### src/rtl/buf_read_arbiter.sv
// buf_read_arbiter: round-robin arbiter that shares one buffer-bank read port
// between NUM_REQ requesters. Issues one read per cycle, tracks each in-flight
// read through a RD_LATENCY+1 deep {valid, id} shift register and routes the
// bank's read data back to the requester that issued it. A sticky error flag
// catches bank_valid pulses that do not line up with a tracked read.
// Optional feature: define BUF_ARB_LOCK_EN to let a requester hold the grant
// (burst lock) for as long as its req_lock stays high.
module buf_read_arbiter #(
   parameter int NUM_REQ    = 3,
   parameter int ADDR_W     = 11,
   parameter int DATA_W     = 512,
   parameter int RD_LATENCY = 2
) (
   input  logic                      aclk,
   input  logic                      areset,
   input  logic [NUM_REQ-1:0]        req_avalid,
   input  logic [NUM_REQ*ADDR_W-1:0] req_addr,
   input  logic [NUM_REQ-1:0]        req_lock,
   output logic [NUM_REQ-1:0]        req_grant,
   output logic [NUM_REQ-1:0]        rsp_valid,
   output logic [DATA_W-1:0]         rsp_data,
   output logic                      bank_avalid,
   output logic [ADDR_W-1:0]         bank_addr,
   input  logic                      bank_valid,
   input  logic [DATA_W-1:0]         bank_data,
   output logic                      busy,
   output logic                      rsp_err
);

   localparam int ID_W  = $clog2(NUM_REQ);
   localparam int DEPTH = RD_LATENCY + 1;
   localparam int CNT_W = $clog2(RD_LATENCY + 2);
   localparam logic [CNT_W-1:0] DRAIN_INIT = CNT_W'(RD_LATENCY + 1);

   logic [ID_W-1:0]              ptr_q, ptr_d;
   logic                         bank_avalid_q, bank_avalid_d;
   logic [ADDR_W-1:0]            bank_addr_q, bank_addr_d;
   logic [DEPTH-1:0]             trk_vld_q, trk_vld_d;
   logic [DEPTH-1:0][ID_W-1:0]   trk_id_q, trk_id_d;
   logic [NUM_REQ-1:0]           rsp_valid_q, rsp_valid_d;
   logic [DATA_W-1:0]            rsp_data_q, rsp_data_d;
   logic                         rsp_err_q, rsp_err_d;
   logic [CNT_W-1:0]             drain_q, drain_d;

   logic [NUM_REQ-1:0]           rr_grant;
   logic [ID_W-1:0]              rr_id;
   logic                         rr_found;
   logic [ID_W:0]                rr_sum;
   logic [NUM_REQ-1:0]           grant_c;
   logic [ID_W-1:0]              gnt_id;
   logic                         accept;
   logic [ADDR_W-1:0]            sel_addr;
   logic                         drain_active;
   logic                         slot_vld;
   logic [ID_W-1:0]              slot_id;
   logic                         lock_held;

   // Round-robin search: first requesting index at or after the pointer
   always_comb begin
      rr_grant = '0;
      rr_id    = '0;
      rr_found = 1'b0;
      rr_sum   = '0;
      for (int k = 0; k < NUM_REQ; k++) begin
         rr_sum = {1'b0, ptr_q} + (ID_W+1)'(k);
         if (rr_sum >= (ID_W+1)'(NUM_REQ)) rr_sum = rr_sum - (ID_W+1)'(NUM_REQ);
         if (!rr_found && req_avalid[rr_sum[ID_W-1:0]]) begin
            rr_grant[rr_sum[ID_W-1:0]] = 1'b1;
            rr_id    = rr_sum[ID_W-1:0];
            rr_found = 1'b1;
         end
      end
   end

`ifdef BUF_ARB_LOCK_EN
   logic            lock_q, lock_d;
   logic [ID_W-1:0] lock_id_q, lock_id_d;
   logic            lock_active;

   // A lock stays in force only while its owner keeps req_lock high
   always_comb begin
      lock_active = lock_q && req_lock[lock_id_q];
      grant_c     = rr_grant;
      gnt_id      = rr_id;
      if (lock_active) begin
         grant_c = req_avalid[lock_id_q] ? (NUM_REQ'(1) << lock_id_q) : '0;
         gnt_id  = lock_id_q;
      end
   end

   // Next lock state: hold, capture on a locked acceptance, or release
   always_comb begin
      lock_d    = 1'b0;
      lock_id_d = lock_id_q;
      if (lock_active) begin
         lock_d = 1'b1;
      end else if (accept && req_lock[gnt_id]) begin
         lock_d    = 1'b1;
         lock_id_d = gnt_id;
      end
   end

   // Lock state register
   always_ff @(posedge aclk or posedge areset) begin
      if (areset) begin
         lock_q    <= 1'b0;
         lock_id_q <= '0;
      end else begin
         lock_q    <= lock_d;
         lock_id_q <= lock_id_d;
      end
   end

   assign lock_held = lock_q;
`else
   logic unused_lock;

   // Without the lock feature the plain round-robin result is the grant
   always_comb begin
      grant_c = rr_grant;
      gnt_id  = rr_id;
   end

   assign unused_lock = ^req_lock;
   assign lock_held   = 1'b0;
`endif

   assign req_grant = areset ? '0 : grant_c;
   assign accept    = |req_grant;

   // Address mux for the granted requester
   always_comb begin
      sel_addr = '0;
      for (int i = 0; i < NUM_REQ; i++) begin
         if (gnt_id == ID_W'(i)) sel_addr = req_addr[i*ADDR_W +: ADDR_W];
      end
   end

   assign drain_active = (drain_q != '0);
   assign slot_vld     = trk_vld_q[DEPTH-1];
   assign slot_id      = trk_id_q[DEPTH-1];

   // Next-state: pointer, bank request, tracker shift, response and error
   always_comb begin
      ptr_d         = ptr_q;
      bank_avalid_d = accept;
      bank_addr_d   = bank_addr_q;
      trk_vld_d     = {trk_vld_q[DEPTH-2:0], accept};
      trk_id_d      = {trk_id_q[DEPTH-2:0], gnt_id};
      rsp_valid_d   = '0;
      rsp_data_d    = rsp_data_q;
      rsp_err_d     = rsp_err_q;
      drain_d       = drain_active ? drain_q - CNT_W'(1) : drain_q;
      if (accept) begin
         bank_addr_d = sel_addr;
         ptr_d       = (gnt_id == ID_W'(NUM_REQ-1)) ? '0 : gnt_id + ID_W'(1);
      end
      if (!drain_active) begin
         if (slot_vld && bank_valid) begin
            rsp_valid_d = NUM_REQ'(1) << slot_id;
            rsp_data_d  = bank_data;
         end else if (slot_vld != bank_valid) begin
            rsp_err_d = 1'b1;
         end
      end
   end

   // Main state register; reset drops every in-flight read
   always_ff @(posedge aclk or posedge areset) begin
      if (areset) begin
         ptr_q         <= '0;
         bank_avalid_q <= 1'b0;
         bank_addr_q   <= '0;
         trk_vld_q     <= '0;
         trk_id_q      <= '0;
         rsp_valid_q   <= '0;
         rsp_data_q    <= '0;
         rsp_err_q     <= 1'b0;
         drain_q       <= DRAIN_INIT;
      end else begin
         ptr_q         <= ptr_d;
         bank_avalid_q <= bank_avalid_d;
         bank_addr_q   <= bank_addr_d;
         trk_vld_q     <= trk_vld_d;
         trk_id_q      <= trk_id_d;
         rsp_valid_q   <= rsp_valid_d;
         rsp_data_q    <= rsp_data_d;
         rsp_err_q     <= rsp_err_d;
         drain_q       <= drain_d;
      end
   end

   assign bank_avalid = bank_avalid_q;
   assign bank_addr   = bank_addr_q;
   assign rsp_valid   = rsp_valid_q;
   assign rsp_data    = rsp_data_q;
   assign rsp_err     = rsp_err_q;
   assign busy        = (|trk_vld_q) | lock_held;

endmodule

### config.mk
export PLATFORM = sky130hd
export DESIGN_NAME = buf_read_arbiter
export DESIGN_NICKNAME = d
export VERILOG_FILES = /design/src/rtl/buf_read_arbiter.sv
export SDC_FILE = /design/constraint.sdc
export NUM_CORES = 1
export LEC_CHECK = 0
export ABC_AREA = 0
export BUFFER_PORTS_ARGS = -buffer_cell sky130_fd_sc_hd__buf_2
export CAP_MARGIN = 20
export CORE_AREA = 3 3 416 418
export CTS_BUF_LIST = sky130_fd_sc_hd__clkbuf_4
export DETAILED_ROUTE_END_ITERATION = 8
export DIE_AREA = 0 0 419 421
export PLACE_DENSITY = 0.35
export SLEW_MARGIN = 5
export SYNTH_ARGS = -nofsm -noshare
export SYNTH_HDL_FRONTEND = slang
export SYNTH_SLANG_ARGS = --single-unit
### constraint.sdc
create_clock -name aclk -period 26.9 [get_ports aclk]
set_input_delay 5.38 -clock aclk [delete_from_list [all_inputs] [get_ports aclk]]
set_output_delay 5.38 -clock aclk [all_outputs]
set_load 0.01 [all_outputs]
Yosys cells after proc, flatten, opt, wreduce, memory -nomap -nowiden
Index checks and enable logic that the tools add are counted.

word-level totals
  input port bits = 554
  output and inout port bits = 532
  register bits after elaboration = 541

operators by class
  multiplexer cells = 30
  shifts and indexed selects = 1
  add/sub/neg operators = 7
  bitwise gates (word level) = 4
  reduce and logical (&&, ||, !) cells = 14
  equal/unequal tests = 3
  magnitude comparators = 9

operators with widths
  operator                                                     count
  two-way mux 11 bit                                           3
  two-way mux 3 bit                                            6
  two-way mux 2 bit                                            7
  less-than comparator 2 x 3 -> 1 bit (second input constant)  3
  two-way mux 1 bit                                            8
  binary-select mux 1 bit (select 2 bit)                       3
  demux 1 bit (select 2 bit)                                   3
  >= comparator 2 x 1 -> 1 bit (second input constant)         3
  >= comparator 3 x 2 -> 1 bit (second input constant)         2
  logical AND 1 bit                                            6
  OR 3 bit                                                     2
  OR reduction 3 bit                                           2
  subtractor 2 bit (second input constant)                     3
  adder 2 x 1 -> 3 bit (second input constant)                 1
  adder 2 x 2 -> 3 bit (second input constant)                 1
  AND reduction 3 bit                                          1
  left shift 1 x 2 -> 3 bit (first input constant)             1
  adder 2 x 1 -> 2 bit (second input constant)                 1
  equality test 2 x 1 -> 1 bit (second input constant)         1
  equality test 2 bit (second input constant)                  1
  >= comparator 2 bit (second input constant)                  1
  zero test 1 bit                                              2
  zero test 2 bit                                              1
  inverter 1 bit                                               2
  other kinds (4)                                              4

Depth between registers and ports, before layout
  depth after elaboration = 15
  depth in mapped cells = 10
  depth with buffers taken out = 9

Least setup slack after synthesis
No wires, ideal clock.

  path kind = input to register
  start = in areset
  end = reg bank_addr_q[0] (netlist: bank_addr[0])
  stages on the path = 7
  arrival time = 17,862 ps
  data required time = 26,772 ps
  setup time = 128 ps
  slack = 8,911 ps
  buffers on the path = 1
  path through = inv_1 nor2_1 nor2_1 o32ai_1 a31o_2 buf_4 mux2_1

between the ends
  cells in the longest elaborated chain, start to end = 2

RTL lines
  element                 line  text
  start: declaration      15    input logic areset,
  two-way mux 3 bit       128   assign req_grant = areset ? '0 : grant_c;
  OR reduction 3 bit      129   assign accept = |req_grant;
  end signal: assignment  183   bank_addr_q <= bank_addr_d;
  end: declaration        37    logic [ADDR_W-1:0] bank_addr_q, bank_addr_d;

No other way between the ends.
A chain may end at the register's enable or synchronous reset.

Worst setup path in the final report
  start = in req_avalid[1]
  end = out req_grant[1]

between the ends
  cells in the longest elaborated chain, start to end = 10
  elaborated cells on any way between the ends = 18
  classes of those cells = mux (12); bitwise (2); reduce/logical (4)

RTL lines
  element                                  line  text
  start: declaration                       16    input logic [NUM_REQ-1:0] req_avalid,
  binary-select mux 1 bit (select 2 bit)   67    if (!rr_found && req_avalid[rr_sum[ID_W-1:0]]) begin
  two-way mux 1 bit (implied by the code)  67
  two-way mux 1 bit                        67
  zero test 1 bit                          67
  logical AND 1 bit                        67
  two-way mux 1 bit                        67
  zero test 1 bit                          67
  logical AND 1 bit                        67
  two-way mux 3 bit *                      67
  two-way mux 3 bit *                      128
  end: declaration                         19    output logic [NUM_REQ-1:0] req_grant,

Mark *: on every way between the ends. The rest lies on a longest branch, timed or not. The select of a mux whose other input is x is not followed.

==> flow_summary.ini <==
[worst_setup_path]
worst_r2r_path_depth = 6
path_cells = buf_2 > mux2i_1 > o21ai_2 > o21bai_4 > a21oi_1 > buf_2
path_class = in -> out
critPathBufInv = 2
reg2reg_from = drain_q[0]
arrival_ns = 6.51
cp_data_required_time_ns = 21.52
worstSetupStartpointType = input pin
cpPeakStageDelay_ns = 0.28
critPathMostFrequentCell = buf_2
path_max_fanout = 13
cp-end-kind = primary output
critPathTopFamily = compound AO/OA/AOI/OAI gates
r2r_end = rsp_data[344]
crit_slowest_cell = o21bai_4
rrSetupSlack_ns = 23.32

[die]
io_pins = 1086
num_rows = 151
fp.dieW_um = 419
die_h_um = 421
coreArea_um2 = 169000
start_util = 0.120
dieArea_um2 = 176000

[pwr]
leakage_nw = 14.5
power_density_nw_per_um2 = 124
peakVddDrop_uv = 48.0
fin_total_pwr_w = 0.00380

[synth]
ys_ff_latch = 540
yosys.area.top_type_share = 0.660
ys_async_sr_fraction = 1.00
synth_most_common_cell = dfrtp_1
yosysTopAreaCell = dfrtp_1
synth_warnings = 0
synth-seq-area-share = 0.662
synth_fp_nets = 1785
synth_cells = 1225
ys.flop_type = dfrtp_1
avgSynthCellArea_um2 = 16.7
synth-edff-count = 0
synthTopCellsByArea = dfrtp_1 (66%), mux2_2 (29%), clkbuf_1 (0.70%), a221o_1 (0.39%), buf_2 (0.39%)
synth_area_um2 = 20400
ys_top_cells_by_count = dfrtp_1 (538), mux2_2 (521), clkbuf_1 (38), buf_2 (16), inv_1 (9)
ys_types = 49

[outcome]
outcome = complete, no violations

[worst_hold_path]
hold_class = reg -> reg
min_to = slot_id[1]
holdPathStages = 0
min-delay-start = trk_id_d[5]

[clock_tree]
clock_path_buffers = 3
cts_resized = 0
cts-root-buf = clkbuf_4
cts_tree = built
post_cts_buffers = 0
postCtsHoldBufs = 0
worstSkewPairLatency_ns = 1.12
clk_pin_slew_ns = 0.06
cts_sinks = 540
cts-buffers-inserted = 175
cts_max_level = 4

[detailed_routing]
final_antenna_net_count = 0
wl_met3_um = 11900
dr_total_vias = 15700
wl_met2_um = 54100
wl_met1_um = 37700
drt_iter0_drc = 484
drc = 0
wl_per_cell_um = 22.3
drt-total-wl_um = 107000
maxUsedRoutingLayer = met4
first_pass_iters = 4
viasPerCell = 3.29

[grt]
antenna_found_initial = 80
overflow = 0
grt_pass1_wl_um = 145000
grt_usage = 0.118
grt_max_degree = 150
grt_pass1_vias = 16900

[sta]
fmax_mhz = 84.1
slew_viol_final = 0
min_period_over_period = 0.442
setup_viol = 0
rsz0062_at_grt = false
clock_skew_ns = 0.0676
finalSetupTns_ns = 0
fin_ws_ns = 15.01
tightest_slew_ns = 1.06
relSlewSlack = 0.291
holdWs_ns = 0.348
hold_violations = 0
fin_crit_ns = 11.89

[cells_and_area]
multi_input_area_um2 = 6570
drive_gt1_frac = 0.742
final_net_count = 2990
fillers = 18900
syn_to_final_growth_pct = 49.9
layout.cells.non_filler = 4790
seqCellArea_um2 = 13500

[place]
post-place-cells = 4471
dpl.hpwl_um = 85400
gp_routability_congestion = 0.797
place_worst_setup_slack_ns = 14.98
portBuffers = 1082

[job]
max_cap_viol_count = 0
## how the worst max path moves through the flow
| stage | from | end | slack (ns) | cells past startpoint |
|---|---|---|---|---|
| floorplan | areset | bank_addr[0] | 6.41 | 1 |
| global placement | req_avalid[1] | req_grant[1] | 14.99 | 6 |
| detailed placement | req_avalid[1] | req_grant[1] | 14.98 | 6 |
| CTS | req_avalid[1] | req_grant[1] | 14.97 | 6 |
| global route | req_avalid[1] | req_grant[1] | 14.86 | 6 |
| finish | req_avalid[1] | req_grant[1] | 15.01 | 6 |
## kinds of logic (layout without fill, tap and decap cells)
logic type                 count (synthesis)  after routing  synth area share
xor gates and xnor gates                   1              1          0.000429
buffers and inverters                     75           1387            0.0161
AOI/OAI and AO/OA                         37             37            0.0142
other                                      0             35                 0
DFF                                      540            540             0.662
and+or+nand+nor                           35             35            0.0109
adders and majority gates                  6              6           0.00368
muxes                                    531            531             0.293
## placed cells by master (no fill, tap or decap), drive strengths merged, types with 3 or more instances in the layout
master    Yosys  routed
buf          27    1093
mux2i         7       7
diode         0      35
nand2         6       6
a221o         8       8
nand2b        3       3
dfrtp       538     538
a21boi        7       7
inv          10      17
clkinv        0      33
nor2          5       5
and2          8       8
mux2        524     524
ha            6       6
a31o          3       3
clkinvlp      0       3
a21oi         9       9
clkbuf       38     239
o21ai         3       3
## sequential cells by signal, summed over array words and instances (netlist names)
signal     count
rsp_data     512
rsp_valid      3
bank_addr     11
slot_id        2
rsp_err        1
ptr_q          2
drain_q        2
trk_id_d       4
trk_vld_q      3
## cell type report
| type | instances | area share |
|---|---|---|
| Antenna cell | 35 | 0.00286 |
| Multi-Input combinational cell | 610 | 0.215 |
| Tap cell | 2218 | 0.0907 |
| Timing Repair Buffer | 1093 | 0.181 |
| Inverter | 10 | 0.00147 |
| Clock inverter | 45 | 0.00883 |
| Clock buffer | 239 | 0.0586 |
| Sequential cell | 540 | 0.442 |
## where the power goes
group	total [W]	switching [W]	internal (W)
combinational	0.00155	0.000838	0.000710
sequential	0.00142	0.000198	0.00122
clock	0.000831	0.000405	0.000426
## per-stage QoR
| stage | cell area [um^2] | utilization |
|---|---|---|
| 4_1_cts | 30500 | 0.180 |
| 5_1_grt | 30500 | 0.180 |
| 2_1_floorplan | 20400 | - |
| 3_5_place_dp | 28400 | 0.168 |
| 6_report | 30600 | 0.181 |
| 3_3_place_gp | 28400 | 0.168 |
## metal layers
metal  vias up  global-route usage
met5         -                   0
met4         0              0.0359
met3       249              0.0618
met2       722               0.209
met1      7881               0.120
li1       6892                   -
(Power assumes the default switching activity.)
